[src/rtl/writeback_buffer.sv]
`default_nettype none
// ============================================================================
// Module      : writeback_buffer
// Description : In-order write-back queue between EX/MEM and the register
//               bank; holds loads until memory data returns, exposes RAW hazards.
// Revision    : 1.0 - initial release
// ============================================================================
module writeback_buffer #(
    parameter int DEPTH      = 4,
    parameter int DATA_W     = 64,
    parameter int REG_ADDR_W = 5
) (
    input  logic                    clk,
    input  logic                    rst_n,
    input  logic                    iss_valid,
    output logic                    iss_ready,
    input  logic [REG_ADDR_W-1:0]   iss_rd,
    input  logic                    iss_regwrite,
    input  logic                    iss_is_load,
    input  logic [DATA_W-1:0]       iss_alu_result,
    input  logic                    mem_rsp_valid,
    output logic                    mem_rsp_ready,
    input  logic [DATA_W-1:0]       mem_rsp_data,
    input  logic [REG_ADDR_W-1:0]   rs1,
    input  logic [REG_ADDR_W-1:0]   rs2,
    output logic                    hazard_rs1,
    output logic                    hazard_rs2,
    output logic                    wb_en,
    output logic [REG_ADDR_W-1:0]   wb_rd,
    output logic [DATA_W-1:0]       wb_data,
    output logic [$clog2(DEPTH):0]  count
);

    localparam int c_PTR_W = $clog2(DEPTH);
    localparam int c_CNT_W = c_PTR_W + 1;
    localparam logic [c_CNT_W-1:0] c_FULL = c_CNT_W'(DEPTH);

    logic [c_PTR_W-1:0]     r_wr_ptr;
    logic [c_PTR_W-1:0]     r_rd_ptr;
    logic [c_CNT_W-1:0]     r_count;
    logic [DEPTH-1:0]       r_valid;
    logic [REG_ADDR_W-1:0]  r_rd       [DEPTH];
    logic                   r_regwrite [DEPTH];
    logic                   r_is_load  [DEPTH];
    logic [DATA_W-1:0]      r_data     [DEPTH];

    logic                   r_wb_en;
    logic [REG_ADDR_W-1:0]  r_wb_rd;
    logic [DATA_W-1:0]      r_wb_data;

    logic w_head_valid;
    logic w_head_load;
    logic w_issue;
    logic w_retire;
    logic w_hit_rs1;
    logic w_hit_rs2;

    assign w_head_valid  = r_valid[r_rd_ptr];
    assign w_head_load   = r_is_load[r_rd_ptr];
    assign iss_ready     = (r_count != c_FULL);
    assign mem_rsp_ready = w_head_valid & w_head_load;
    assign w_issue       = iss_valid & iss_ready;
    // A load head retires only in the cycle its response is handed over.
    assign w_retire      = w_head_valid & (~w_head_load | mem_rsp_valid);

    always_ff @(posedge clk or negedge rst_n) begin
        if (!rst_n) begin
            r_wr_ptr  <= '0;
            r_rd_ptr  <= '0;
            r_count   <= '0;
            r_valid   <= '0;
            r_wb_en   <= 1'b0;
            r_wb_rd   <= '0;
            r_wb_data <= '0;
        end else begin
            r_wb_en <= 1'b0;
            if (w_retire) begin
                r_valid[r_rd_ptr] <= 1'b0;
                r_rd_ptr          <= r_rd_ptr + c_PTR_W'(1);
                r_wb_en           <= r_regwrite[r_rd_ptr] & (r_rd[r_rd_ptr] != '0);
                r_wb_rd           <= r_rd[r_rd_ptr];
                r_wb_data         <= w_head_load ? mem_rsp_data : r_data[r_rd_ptr];
            end
            if (w_issue) begin
                r_valid[r_wr_ptr] <= 1'b1;
                r_wr_ptr          <= r_wr_ptr + c_PTR_W'(1);
            end
            case ({w_issue, w_retire})
                2'b10:   r_count <= r_count + c_CNT_W'(1);
                2'b01:   r_count <= r_count - c_CNT_W'(1);
                default: r_count <= r_count;
            endcase
        end
    end

    // Payload needs no reset: it is only observed through r_valid.
    always_ff @(posedge clk) begin
        if (w_issue) begin
            r_rd[r_wr_ptr]       <= iss_rd;
            r_regwrite[r_wr_ptr] <= iss_regwrite;
            r_is_load[r_wr_ptr]  <= iss_is_load;
            r_data[r_wr_ptr]     <= iss_alu_result;
        end
    end

    always_comb begin
        w_hit_rs1 = 1'b0;
        w_hit_rs2 = 1'b0;
        for (int i = 0; i < DEPTH; i++) begin
            if (r_valid[i] && r_regwrite[i]) begin
                if (r_rd[i] == rs1) w_hit_rs1 = 1'b1;
                if (r_rd[i] == rs2) w_hit_rs2 = 1'b1;
            end
        end
        // The bank commits one edge after wb_en, so the wb stage is still pending.
        if (r_wb_en && (r_wb_rd == rs1)) w_hit_rs1 = 1'b1;
        if (r_wb_en && (r_wb_rd == rs2)) w_hit_rs2 = 1'b1;
    end

    assign hazard_rs1 = (rs1 != '0) & w_hit_rs1;
    assign hazard_rs2 = (rs2 != '0) & w_hit_rs2;

    assign wb_en   = r_wb_en;
    assign wb_rd   = r_wb_rd;
    assign wb_data = r_wb_data;
    assign count   = r_count;

endmodule
`default_nettype wire

[config.mk]
export PLATFORM = sky130hd
export DESIGN_NAME = writeback_buffer
export DESIGN_NICKNAME = d
export VERILOG_FILES = /design/src/rtl/writeback_buffer.sv
export SDC_FILE = /design/constraint.sdc
export NUM_CORES = 1
export LEC_CHECK = 0
export ABC_CLOCK_PERIOD_IN_PS = 3500
export BUFFER_PORTS_ARGS = -buffer_cell sky130_fd_sc_hd__buf_2
export CAP_MARGIN = 25
export CORE_MARGIN = 8
export CORE_UTILIZATION = 56
export DETAILED_ROUTE_END_ITERATION = 7
export PLACE_DENSITY = 0.79
export SYNTH_ARGS = -nofsm -noshare
export SYNTH_HDL_FRONTEND = slang
export SYNTH_SLANG_ARGS = --single-unit
export TNS_END_PERCENT = 30
[constraint.sdc]
create_clock -name clk -period 3.5 [get_ports clk]
set_input_delay 0.7 -clock clk [delete_from_list [all_inputs] [get_ports clk]]
set_output_delay 0.7 -clock clk [all_outputs]
set_load 0.02 [all_outputs]
==> results of run 1 <==
==> flip-flops by register name, summed over array words and instances, names as in the netlist, 2 cells and up <==
register    cells
r_wr_ptr        2
wb_data        64
r_rd_ptr        2
wb_rd           5
r_valid         4
count           3
r_rd           20
r_regwrite      4
r_data        256
r_is_load       4
==> worst max-delay path by stage <==
stage	from	end	slack [ps]	cells after the start
finish	r_rd_ptr[1]	count[2]	520	9
global route	r_rd_ptr[1]	count[2]	380	9
CTS	r_rd_ptr[1]	count[2]	500	9
detailed placement	r_rd_ptr[1]	count[2]	530	9
global placement	r_rd_ptr[1]	count[2]	640	9
floorplan	count[0]	r_data[0][0]	480	3
==> through the flow <==
step | instance area, um^2 | cells | utilization (%) | worst slack, ps | total power, W
after floorplan | 14700 | 813 | - | 482 | 0.0108
after global placement | 16200 | 1338 | 62.4 | 643 | 0.0122
after detailed placement | 16200 | 1338 | 62.4 | 533 | 0.0124
after CTS | 17400 | 1408 | 67.2 | 497 | 0.0164
after global routing | 17400 | 1412 | 67.3 | 382 | 0.0171
final | 17400 | 1412 | 67.3 | 525 | 0.0162
==> area by class of cell <==
type | instances | area [um^2] | area share, %
Sequential cell | 365 | 10600 | 60.6
Multi-Input combinational cell | 390 | 3870 | 22.2
Timing Repair Buffer | 240 | 1300 | 7.48
Clock buffer | 57 | 1130 | 6.46
Tap cell | 335 | 419 | 2.40
Clock inverter | 13 | 111 | 0.639
Inverter | 9 | 33.8 | 0.194
Antenna cell | 3 | 7.51 | 0.0431
==> placed cells by master, fill, tap and decap left out, drive strengths merged <==
cell type	n
edfxtp	284
buf	240
dfrtp	81
mux4	71
mux2i	67
nor2	67
a21oi	65
clkbuf	57
xor2	34
xnor2	21
ha	9
clkinv	9
inv	9
nor4	8
nand4	8
nand2	7
nand3	7
mux2	6
and3	4
a21o	4
o21ai	4
diode	3
or4	2
o22a	2
bufinv	2
clkinvlp	2
o21a	1
and2	1
nor3	1
fa	1
==> kinds of logic after synthesis <==
logic type	Yosys count
buffers and inverters	58
AOI/OAI and AO/OA	76
and+or+nand+nor	105
muxes	144
DFF	365
xor gates and xnor gates	55
adders and majority gates	10
==> worst reg2reg max path: stages (launching register included) <==
cell and delay [ps]:
dfrtp_4 670, mux2i_1 280, mux2_4 340, o21a_4 480, ha_1 270, inv_1 60
fa_1 370, xor2_1 150, nor2_1 120, xor2_1 160
==> report_power, final <==
part	switching [W]	internal [W]
registers	0.000535	0.00594
logic	0.00336	0.00240
clock network	0.00155	0.00237
total	0.00545	0.0107
==> layer usage <==
layer / vias to the layer above / track usage, % / share of wire [%]
met5: - / 0 / 0.080
li1: 3613 / - / -
met1: 4036 / 25.1 / 41
met2: 228 / 34.2 / 51
met3: 45 / 4.34 / 6.2
met4: 4 / 5.31 / 1.7
==> impl_metrics.xml, run 1 <==
<?xml version="1.0" encoding="UTF-8"?>
<metrics>
  <group name="synth">
    <metric name="top_cells_by_area_in_the_synthesized_netlist" unit="">edfxtp_1, dfrtp_1, mux4_2, mux2i_1, a21oi_1</metric>
    <metric name="yosysSeqAreaShare" unit="%">71.9</metric>
    <metric name="synth.mux.area_fraction" unit="%">16.1</metric>
    <metric name="synthDominantAreaCellType" unit="">edfxtp_1</metric>
    <metric name="post_synth_inst_count" unit="">813</metric>
    <metric name="synthesis.yosys.warnings" unit="">0</metric>
    <metric name="synth-edff-count" unit="">284</metric>
    <metric name="synth_ff_type" unit="">edfxtp_1</metric>
    <metric name="yosysMostFrequentCell" unit="">edfxtp_1</metric>
    <metric name="yosys.cell_types.count" unit="">31</metric>
    <metric name="area_fraction_in_compound_gates_after_synthesis" unit="%">2.73</metric>
    <metric name="post_synth_xor_area_fraction" unit="%">3.28</metric>
    <metric name="synth_fa_ha_area_share" unit="%">0.904</metric>
    <metric name="syn_avg_cell_area" unit="um^2">18.1</metric>
    <metric name="register_bit_count_reported_by_yosys" unit="">365</metric>
    <metric name="post_synth_most_frequent_cells" unit="">edfxtp_1, dfrtp_1, mux4_2</metric>
    <metric name="synthArstFlopShare" unit="%">22.2</metric>
    <metric name="synth_simple_gate_area_share" unit="%">3.16</metric>
    <metric name="post_synthesis_net_count" unit="">972</metric>
    <metric name="synthesis.area" unit="um^2">14700</metric>
    <metric name="synth.top_cell.area_share" unit="%">58.1</metric>
    <metric name="combinational_family_with_the_most_area_after_synthesis" unit="">multiplexers</metric>
  </group>
  <group name="power">
    <metric name="p_leak" unit="nW">6.56</metric>
    <metric name="power_density" unit="nW/um^2">927</metric>
    <metric name="ir_drop" unit="V">0.000649</metric>
  </group>
  <group name="cells_and_area">
    <metric name="areaGrowthSynthToFinish" unit="%">18.7</metric>
    <metric name="fill_cells" unit="">1731</metric>
    <metric name="design.final.nets" unit="">1203</metric>
    <metric name="drive_gt1_share" unit="%">35.2</metric>
  </group>
  <group name="drt">
    <metric name="detail_route.vias_per_cell" unit="">5.61</metric>
    <metric name="drt_iter0_drc" unit="">454</metric>
    <metric name="drtAntennaViolNets" unit="">0</metric>
    <metric name="drt_pass1_iterations" unit="">5</metric>
    <metric name="drcViolationCount" unit="">0</metric>
    <metric name="wl_per_cell" unit="um">22.1</metric>
    <metric name="routed-via-count" unit="">7926</metric>
    <metric name="drt-total-wl" unit="um">31300</metric>
  </group>
  <group name="sta">
    <metric name="hold_violations" unit="">0</metric>
    <metric name="worst_hold_slack" unit="ps">161</metric>
    <metric name="timing.slew.headroom" unit="%">44.7</metric>
    <metric name="post-route-period-util" unit="%">85.0</metric>
    <metric name="timing.final.max_slew_violations" unit="">0</metric>
    <metric name="grt_setup_unrepaired" unit="">no</metric>
    <metric name="min_period" unit="ps">2980</metric>
    <metric name="final.setup.tns" unit="ps">0</metric>
    <metric name="worst_slew_pin_tran" unit="ps">830</metric>
    <metric name="fmax" unit="GHz">0.336</metric>
    <metric name="report.final.setup_viol" unit="">0</metric>
    <metric name="skew_final" unit="ps">15.5</metric>
  </group>
  <group name="worst_setup_path">
    <metric name="critPathTopFamily" unit="">flip-flops</metric>
    <metric name="r2r.worst_path.cells" unit="">9</metric>
    <metric name="critical_path.slowest_cell" unit="">dfrtp_4</metric>
    <metric name="r2r_start" unit="">r_rd_ptr[1]</metric>
    <metric name="cp_data_required_time" unit="ps">3940</metric>
    <metric name="setup.worst_path.class" unit="">reg -&gt; reg</metric>
    <metric name="worst_path_largest_cell_delay" unit="ps">670</metric>
    <metric name="worstPathCellList" unit="">mux2i_1 &gt; mux2_4 &gt; o21a_4 &gt; ha_1 &gt; inv_1 &gt; fa_1 &gt; xor2_1 &gt; nor2_1 &gt; xor2_1</metric>
    <metric name="worstSetupStartpointType" unit="">flip-flop</metric>
    <metric name="buffers_and_inverters_on_the_worst_path" unit="">1</metric>
    <metric name="end_kind" unit="">flip-flop</metric>
    <metric name="cp.arrival" unit="ps">3410</metric>
    <metric name="most_frequent_cp_cell" unit="">xor2_1</metric>
    <metric name="critical_path.reg2reg.endpoint" unit="">count[2]</metric>
    <metric name="path_max_fanout" unit="">37</metric>
    <metric name="r2r_slack" unit="ps">520</metric>
  </group>
  <group name="global_routing">
    <metric name="globalRoute.totalOverflow" unit="">0</metric>
    <metric name="grt_pass1_wl" unit="um">48100</metric>
    <metric name="number_of_antenna_violations_at_the_first_check_in_global_routing" unit="">5</metric>
    <metric name="grt_max_degree" unit="">67</metric>
    <metric name="grtUsageTotal" unit="%">19.8</metric>
    <metric name="grt_pass1_vias" unit="">8685</metric>
  </group>
  <group name="clock_tree">
    <metric name="cts_resized" unit="">0</metric>
    <metric name="cts.repair_timing.setup_buffer_count" unit="">0</metric>
    <metric name="cts_buffer_depth" unit="">3</metric>
    <metric name="cts-buffers-inserted" unit="">38</metric>
    <metric name="cts.clk_slew.worst_paths" unit="ps">60</metric>
    <metric name="ctsHoldBuffers" unit="">0</metric>
    <metric name="clock_tree.root_cell" unit="">clkbuf_16</metric>
    <metric name="clock_tree.htree_level_count" unit="">2</metric>
    <metric name="cts_tree" unit="">done</metric>
    <metric name="clk-insertion-delay-late" unit="ps">510</metric>
    <metric name="cts_sinks" unit="">365</metric>
  </group>
  <group name="floorplan">
    <metric name="die_area" unit="um^2">31700</metric>
    <metric name="die_x" unit="um">178</metric>
    <metric name="core-area" unit="um^2">25900</metric>
    <metric name="rows" unit="">59</metric>
    <metric name="chip_height" unit="um">178</metric>
    <metric name="boundaryPins" unit="">226</metric>
    <metric name="starting_density_of_the_core" unit="%">56.7</metric>
  </group>
  <group name="status">
    <metric name="run_status" unit="">finished clean</metric>
  </group>
  <group name="run">
    <metric name="max-cap-violations" unit="">0</metric>
  </group>
  <group name="worst_hold_path">
    <metric name="min-delay-path-class" unit="">in -&gt; async</metric>
  </group>
  <group name="place">
    <metric name="place.port_buffers" unit="">225</metric>
    <metric name="dp_hpwl" unit="um">20400</metric>
    <metric name="gpl.final_weighted_congestion" unit="">0.817</metric>
  </group>
</metrics>
Note: power is estimated with default switching activity, not from simulation.
==> inputs of run 2 (changes only) <==
ABC_AREA = 1   (was not set)
PLACE_DENSITY = 0.78   (was 0.79)
==> impl_metrics.xml, run 2 <==
<?xml version="1.0" encoding="UTF-8"?>
<metrics>
  <group name="status">
    <metric name="run_status" unit="">finished clean</metric>
  </group>
  <group name="drt">
    <metric name="drt_pass1_iterations" unit="">6</metric>
    <metric name="drtAntennaViolNets" unit="">0</metric>
    <metric name="drcViolationCount" unit="">0</metric>
    <metric name="drt_iter0_drc" unit="">1002</metric>
    <metric name="detail_route.vias_per_cell" unit="">5.47</metric>
    <metric name="wl_per_cell" unit="um">18.7</metric>
    <metric name="routed-via-count" unit="">11100</metric>
    <metric name="drt-total-wl" unit="um">38000</metric>
  </group>
  <group name="global_routing">
    <metric name="globalRoute.totalOverflow" unit="">0</metric>
    <metric name="number_of_antenna_violations_at_the_first_check_in_global_routing" unit="">7</metric>
    <metric name="grt_pass1_wl" unit="um">59800</metric>
    <metric name="grt_pass1_vias" unit="">11200</metric>
    <metric name="grt_max_degree" unit="">130</metric>
    <metric name="grtUsageTotal" unit="%">22.7</metric>
  </group>
  <group name="synth">
    <metric name="post_synth_most_frequent_cells" unit="">edfxtp_1, nand2_1, nor2_1</metric>
    <metric name="synthArstFlopShare" unit="%">22.2</metric>
    <metric name="register_bit_count_reported_by_yosys" unit="">365</metric>
    <metric name="syn_avg_cell_area" unit="um^2">11.0</metric>
    <metric name="post_synthesis_net_count" unit="">1574</metric>
    <metric name="synthesis.yosys.warnings" unit="">0</metric>
    <metric name="synthesis.area" unit="um^2">15500</metric>
    <metric name="yosysSeqAreaShare" unit="%">68.1</metric>
    <metric name="synth_ff_type" unit="">edfxtp_1</metric>
    <metric name="synthDominantAreaCellType" unit="">edfxtp_1</metric>
    <metric name="yosysMostFrequentCell" unit="">edfxtp_1</metric>
    <metric name="yosys.cell_types.count" unit="">27</metric>
    <metric name="post_synth_inst_count" unit="">1415</metric>
    <metric name="synth-edff-count" unit="">284</metric>
    <metric name="synth.top_cell.area_share" unit="%">55.0</metric>
    <metric name="top_cells_by_area_in_the_synthesized_netlist" unit="">edfxtp_1, dfrtp_1, nand2_1, nor2_1, o21ai_0</metric>
  </group>
  <group name="floorplan">
    <metric name="die_x" unit="um">182</metric>
    <metric name="chip_height" unit="um">182</metric>
    <metric name="starting_density_of_the_core" unit="%">56.3</metric>
    <metric name="boundaryPins" unit="">226</metric>
    <metric name="core-area" unit="um^2">27600</metric>
    <metric name="die_area" unit="um^2">33300</metric>
    <metric name="rows" unit="">61</metric>
  </group>
  <group name="sta">
    <metric name="worst_hold_slack" unit="ps">298</metric>
    <metric name="timing.slew.headroom" unit="%">31.6</metric>
    <metric name="fmax" unit="GHz">0.323</metric>
    <metric name="min_period" unit="ps">3100</metric>
    <metric name="report.final.setup_viol" unit="">0</metric>
    <metric name="post-route-period-util" unit="%">88.6</metric>
    <metric name="worst_slew_pin_tran" unit="ps">1030</metric>
    <metric name="final.setup.tns" unit="ps">0</metric>
    <metric name="timing.final.max_slew_violations" unit="">0</metric>
    <metric name="skew_final" unit="ps">17.9</metric>
    <metric name="hold_violations" unit="">0</metric>
    <metric name="grt_setup_unrepaired" unit="">no</metric>
  </group>
  <group name="worst_setup_path">
    <metric name="setup.worst_path.class" unit="">reg -&gt; out</metric>
    <metric name="end_kind" unit="">primary output</metric>
    <metric name="worstSetupStartpointType" unit="">flip-flop</metric>
    <metric name="cp.arrival" unit="ps">2400</metric>
    <metric name="cp_data_required_time" unit="ps">2800</metric>
    <metric name="path_max_fanout" unit="">129</metric>
  </group>
  <group name="power">
    <metric name="power_density" unit="nW/um^2">934</metric>
    <metric name="switching_share" unit="%">39.5</metric>
    <metric name="sequentialPowerShare" unit="%">38.2</metric>
    <metric name="cellInternalPower" unit="W">0.0103</metric>
    <metric name="ir_drop" unit="V">0.000646</metric>
    <metric name="share_clk_of_total_power" unit="%">23.0</metric>
    <metric name="p_leak" unit="nW">7.44</metric>
    <metric name="pwr-share-comb" unit="%">38.8</metric>
    <metric name="net-switching-power" unit="W">0.00670</metric>
  </group>
  <group name="place">
    <metric name="gpl.final_weighted_congestion" unit="">0.881</metric>
    <metric name="dp_hpwl" unit="um">22800</metric>
    <metric name="place.port_buffers" unit="">225</metric>
  </group>
  <group name="clock_tree">
    <metric name="clock_tree.htree_level_count" unit="">2</metric>
    <metric name="cts.clk_slew.worst_paths" unit="ps">60</metric>
    <metric name="cts_sinks" unit="">365</metric>
    <metric name="clock_tree.root_cell" unit="">clkbuf_16</metric>
    <metric name="clk-insertion-delay-late" unit="ps">520</metric>
    <metric name="cts-buffers-inserted" unit="">38</metric>
    <metric name="cts.repair_timing.setup_buffer_count" unit="">0</metric>
    <metric name="cts_tree" unit="">done</metric>
    <metric name="cts_buffer_depth" unit="">3</metric>
    <metric name="cts_resized" unit="">0</metric>
    <metric name="ctsHoldBuffers" unit="">0</metric>
  </group>
  <group name="cells_and_area">
    <metric name="areaGrowthSynthToFinish" unit="%">17.1</metric>
    <metric name="mostFrequentLayoutCells" unit="">edfxtp_1, nand2_1, nor2_1</metric>
    <metric name="largest_register_ff_count" unit="">256</metric>
    <metric name="largest_register" unit="">r_data</metric>
    <metric name="drive_gt1_share" unit="%">22.1</metric>
    <metric name="design.final.nets" unit="">1779</metric>
    <metric name="layout_commonest_cell" unit="">edfxtp_1</metric>
  </group>
  <group name="run">
    <metric name="max-cap-violations" unit="">0</metric>
  </group>
  <group name="worst_hold_path">
    <metric name="min-delay-path-class" unit="">in -&gt; async</metric>
  </group>
</metrics>
run 2: cells by family (layout without fill, tap and decap cells):
kind of cell,Yosys count,in the layout,synth area share (%)
AOI/OAI and AO/OA,239,239,8.80
adders and majority gates,10,10,0.855
DFF,365,365,68.1
buffers and inverters,130,365,3.91
other,0,2,0
xor gates and xnor gates,11,11,0.621
and+or+nand+nor,660,660,17.7
run 2: final timing paths:
check                              startpoint       endpoint  slack, ps  cells after the start
max                               r_rd_ptr[1]  mem_rsp_ready        400                      6
max in group asynchronous               rst_n    wb_data[50]       2520                      2
max reg2reg                       r_rd_ptr[1]    wb_data[57]        910                     10
min reg2reg                       wb_data[53]    wb_data[53]        470                      2
min                                     rst_n    wb_data[43]        300                      1
min in group clk           iss_alu_result[19]  r_data[2][19]        390                      1
run 2: metal layers:
layer,vias up,global-route usage [%],wire length (um)
li1,5261,-,-
met4,10,6.72,729
met2,402,37.7,18400
met3,66,4.28,2610
met5,-,0,54
met1,5363,30.0,16200
run 2: area by class of cell:
class,instances,area (um^2)
diodes,2,5.00
clock buffers,53,1100
clock inverters,17,128
fillers,2092,9390
inverters,51,204
multi-input cells,920,4350
flip-flops and latches,365,10600
well taps,378,473
repair buffers,244,1340
run 2: power groups by stage:
stage | clock (W) | sequential (W) | combinational, W
finish | 0.00390 | 0.00648 | 0.00658
global route | 0.00412 | 0.00659 | 0.00734
CTS | 0.00396 | 0.00648 | 0.00664
detailed placement | 0 | 0.00655 | 0.00661
global placement | 0 | 0.00652 | 0.00639
floorplan | 0 | 0.00695 | 0.00426
run 2: critical path, cell delays in order, from the launching register on:
cell,delay (ps)
dfrtp_1,490
inv_4,390
nand3_1,200
nand2_4,130
buf_12,290
a21oi_1,80
buf_2,190
run 2: through the flow:
stage / std cells / total power, W / setup slack (ps) / area (um^2) / utilization (%)
after global placement: 1957 / 0.0129 / 939 / 16900 / 61.3
after global routing: 2030 / 0.0180 / 197 / 18200 / 65.9
after detailed placement: 1957 / 0.0132 / 859 / 16900 / 61.3
after floorplan: 1415 / 0.0112 / 543 / 15500 / -
after CTS: 2027 / 0.0171 / 333 / 18100 / 65.8
final: 2030 / 0.0170 / 400 / 18200 / 65.9
==> inputs of run 3 (changes only) <==
ABC_CLOCK_PERIOD_IN_PS = 2610   (was 3500)
CORE_UTILIZATION = 52   (was 56)
PLACE_DENSITY = 0.77   (was 0.78)
clock period = 2.61 ns   (was 3.5 ns; I/O delays follow)
==> impl_metrics.xml, run 3 (same netlist as run 2, synthesis figures left out) <==
<?xml version="1.0" encoding="UTF-8"?>
<metrics>
  <group name="worst_setup_path">
    <metric name="path_max_fanout" unit="">49</metric>
    <metric name="critical_path.reg2reg.endpoint" unit="">wb_data[29]</metric>
    <metric name="cp.arrival" unit="ps">2000</metric>
    <metric name="r2r_start" unit="">r_rd_ptr[0]</metric>
    <metric name="setup.worst_path.class" unit="">reg -&gt; out</metric>
    <metric name="r2r_slack" unit="ps">180</metric>
    <metric name="cp_data_required_time" unit="ps">2090</metric>
    <metric name="r2r.worst_path.cells" unit="">7</metric>
    <metric name="worstSetupStartpointType" unit="">flip-flop</metric>
    <metric name="end_kind" unit="">primary output</metric>
  </group>
  <group name="drt">
    <metric name="detail_route.vias_per_cell" unit="">5.45</metric>
    <metric name="drtAntennaViolNets" unit="">0</metric>
    <metric name="wl_per_cell" unit="um">19.3</metric>
    <metric name="drt_pass1_iterations" unit="">5</metric>
    <metric name="drt-total-wl" unit="um">39500</metric>
    <metric name="drcViolationCount" unit="">0</metric>
    <metric name="drt_iter0_drc" unit="">939</metric>
    <metric name="routed-via-count" unit="">11100</metric>
  </group>
  <group name="global_routing">
    <metric name="grt_pass1_wl" unit="um">61000</metric>
    <metric name="grtUsageTotal" unit="%">21.5</metric>
    <metric name="globalRoute.totalOverflow" unit="">0</metric>
    <metric name="grt_pass1_vias" unit="">11300</metric>
    <metric name="number_of_antenna_violations_at_the_first_check_in_global_routing" unit="">6</metric>
    <metric name="grt_max_degree" unit="">99</metric>
  </group>
  <group name="clock_tree">
    <metric name="cts_sinks" unit="">365</metric>
    <metric name="cts.clk_slew.worst_paths" unit="ps">70</metric>
    <metric name="ctsHoldBuffers" unit="">0</metric>
    <metric name="cts.repair_timing.setup_buffer_count" unit="">0</metric>
    <metric name="clock_tree.htree_level_count" unit="">2</metric>
    <metric name="cts_tree" unit="">done</metric>
    <metric name="clk-insertion-delay-late" unit="ps">520</metric>
    <metric name="cts_buffer_depth" unit="">3</metric>
    <metric name="cts-buffers-inserted" unit="">36</metric>
    <metric name="clock_tree.root_cell" unit="">clkbuf_16</metric>
  </group>
  <group name="place">
    <metric name="placement.setup.worst_slack" unit="ps">291</metric>
    <metric name="post_dp_cell_area" unit="um^2">17000</metric>
    <metric name="dp_hpwl" unit="um">24300</metric>
    <metric name="place.port_buffers" unit="">225</metric>
    <metric name="gpl.final_weighted_congestion" unit="">0.946</metric>
  </group>
  <group name="floorplan">
    <metric name="core-area" unit="um^2">29500</metric>
    <metric name="chip_height" unit="um">189</metric>
    <metric name="boundaryPins" unit="">226</metric>
    <metric name="starting_density_of_the_core" unit="%">52.6</metric>
    <metric name="rows" unit="">63</metric>
    <metric name="die_area" unit="um^2">35600</metric>
    <metric name="die_x" unit="um">189</metric>
  </group>
  <group name="power">
    <metric name="p_leak" unit="nW">7.41</metric>
    <metric name="p_total" unit="W">0.0229</metric>
    <metric name="power_density" unit="nW/um^2">1260</metric>
    <metric name="ir_drop" unit="V">0.00115</metric>
  </group>
  <group name="sta">
    <metric name="fmax" unit="GHz">0.397</metric>
    <metric name="final.setup.worst_slack" unit="ps">89.0</metric>
    <metric name="hold_violations" unit="">0</metric>
    <metric name="grt_setup_unrepaired" unit="">no</metric>
    <metric name="report.final.setup_viol" unit="">0</metric>
    <metric name="post-route-period-util" unit="%">96.6</metric>
    <metric name="timing.slew.headroom" unit="%">36.9</metric>
    <metric name="min_period" unit="ps">2520</metric>
    <metric name="timing.final.max_slew_violations" unit="">0</metric>
    <metric name="worst_slew_pin_tran" unit="ps">946</metric>
    <metric name="final.setup.tns" unit="ps">0</metric>
    <metric name="skew_final" unit="ps">21.7</metric>
  </group>
  <group name="worst_hold_path">
    <metric name="min-delay-path-class" unit="">in -&gt; async</metric>
  </group>
  <group name="cells_and_area">
    <metric name="design.final.nets" unit="">1780</metric>
    <metric name="mostFrequentLayoutCells" unit="">edfxtp_1, nand2_1, nor2_1</metric>
    <metric name="largest_register" unit="">r_data</metric>
    <metric name="fill_cells" unit="">2322</metric>
    <metric name="drive_gt1_share" unit="%">21.8</metric>
    <metric name="layout_commonest_cell" unit="">edfxtp_1</metric>
    <metric name="largest_register_ff_count" unit="">256</metric>
    <metric name="final_core_utilization" unit="%">61.8</metric>
    <metric name="areaGrowthSynthToFinish" unit="%">17.5</metric>
    <metric name="fin_area" unit="um^2">18200</metric>
  </group>
  <group name="status">
    <metric name="run_status" unit="">finished clean</metric>
  </group>
  <group name="run">
    <metric name="max-cap-violations" unit="">0</metric>
  </group>
</metrics>
run 3: cell count changes in the layout (fill, tap and decap cells not counted):
cell and delta:
clkinv_2 -9, clkbuf_1 +5, buf_12 +4, clkbuf_8 -3, clkinvlp_4 +3, buf_4 -2
clkinv_4 +2, a21oi_1 -1, a21oi_4 +1, clkinv_8 -1, nand3_1 -1, nand3_2 +1
run 3: worst max-delay path, cell delays in order (launching register included):
cell     delay, ps
dfrtp_4        510
inv_4          130
nand2_1         60
nand3_1        110
nand2_4        110
buf_16         210
a21oi_4        170
buf_2          190
run 3: how the worst max path moves through the flow:
stage,slack (ps),start,endpoint
after floorplan,90,count[0],r_data[0][0]
after detailed placement,290,r_rd_ptr[0],wb_rd[0]
after global placement,270,r_rd_ptr[0],count[2]
after global routing,9,r_rd_ptr[0],wb_rd[2]
final,90,r_rd_ptr[0],mem_rsp_ready
after CTS,20,r_rd_ptr[0],mem_rsp_ready
run 3: timing repair:
item,4_1_cts,5_1_grt
endpoints found under the setup margin,1,1
pin swaps,0,0
resized for setup,1,2
gates cloned,0,1
run 3: routing by layer:
| metal | up-vias | wire, um | GRT usage [%] |
|---|---|---|---|
| met2 | 397 | 19300 | 35.8 |
| met1 | 5363 | 16400 | 27.8 |
| li1 | 5272 | - | - |
| met5 | - | 68 | 0 |
| met3 | 87 | 2700 | 4.47 |
| met4 | 10 | 1060 | 7.19 |
run 3: final cells by class:
type	count	area, um^2	share of cell area (%)
antenna	2	5.00	0.0275
sequential	365	10600	58.0
multi-input combinational	920	4370	24.0
tap	390	488	2.68
clock inverter	12	96.3	0.529
timing repair buffer	247	1430	7.86
inverter	51	214	1.17
clock buffer	54	1050	5.76
run 3: metrics by stage:
step / instances / hold slack (ps)
CTS: 2038 / 58.1
global route: 2040 / 80.4
floorplan: 1415 / 226
global placement: 1972 / 458
detailed placement: 1972 / 459
finish: 2041 / 37.6
run 3: where the power goes:
part	internal (W)	switching, W	leakage [nW]
registers	0.00796	0.000652	3.58
clock network	0.00290	0.00211	0.564
logic	0.00290	0.00634	3.26
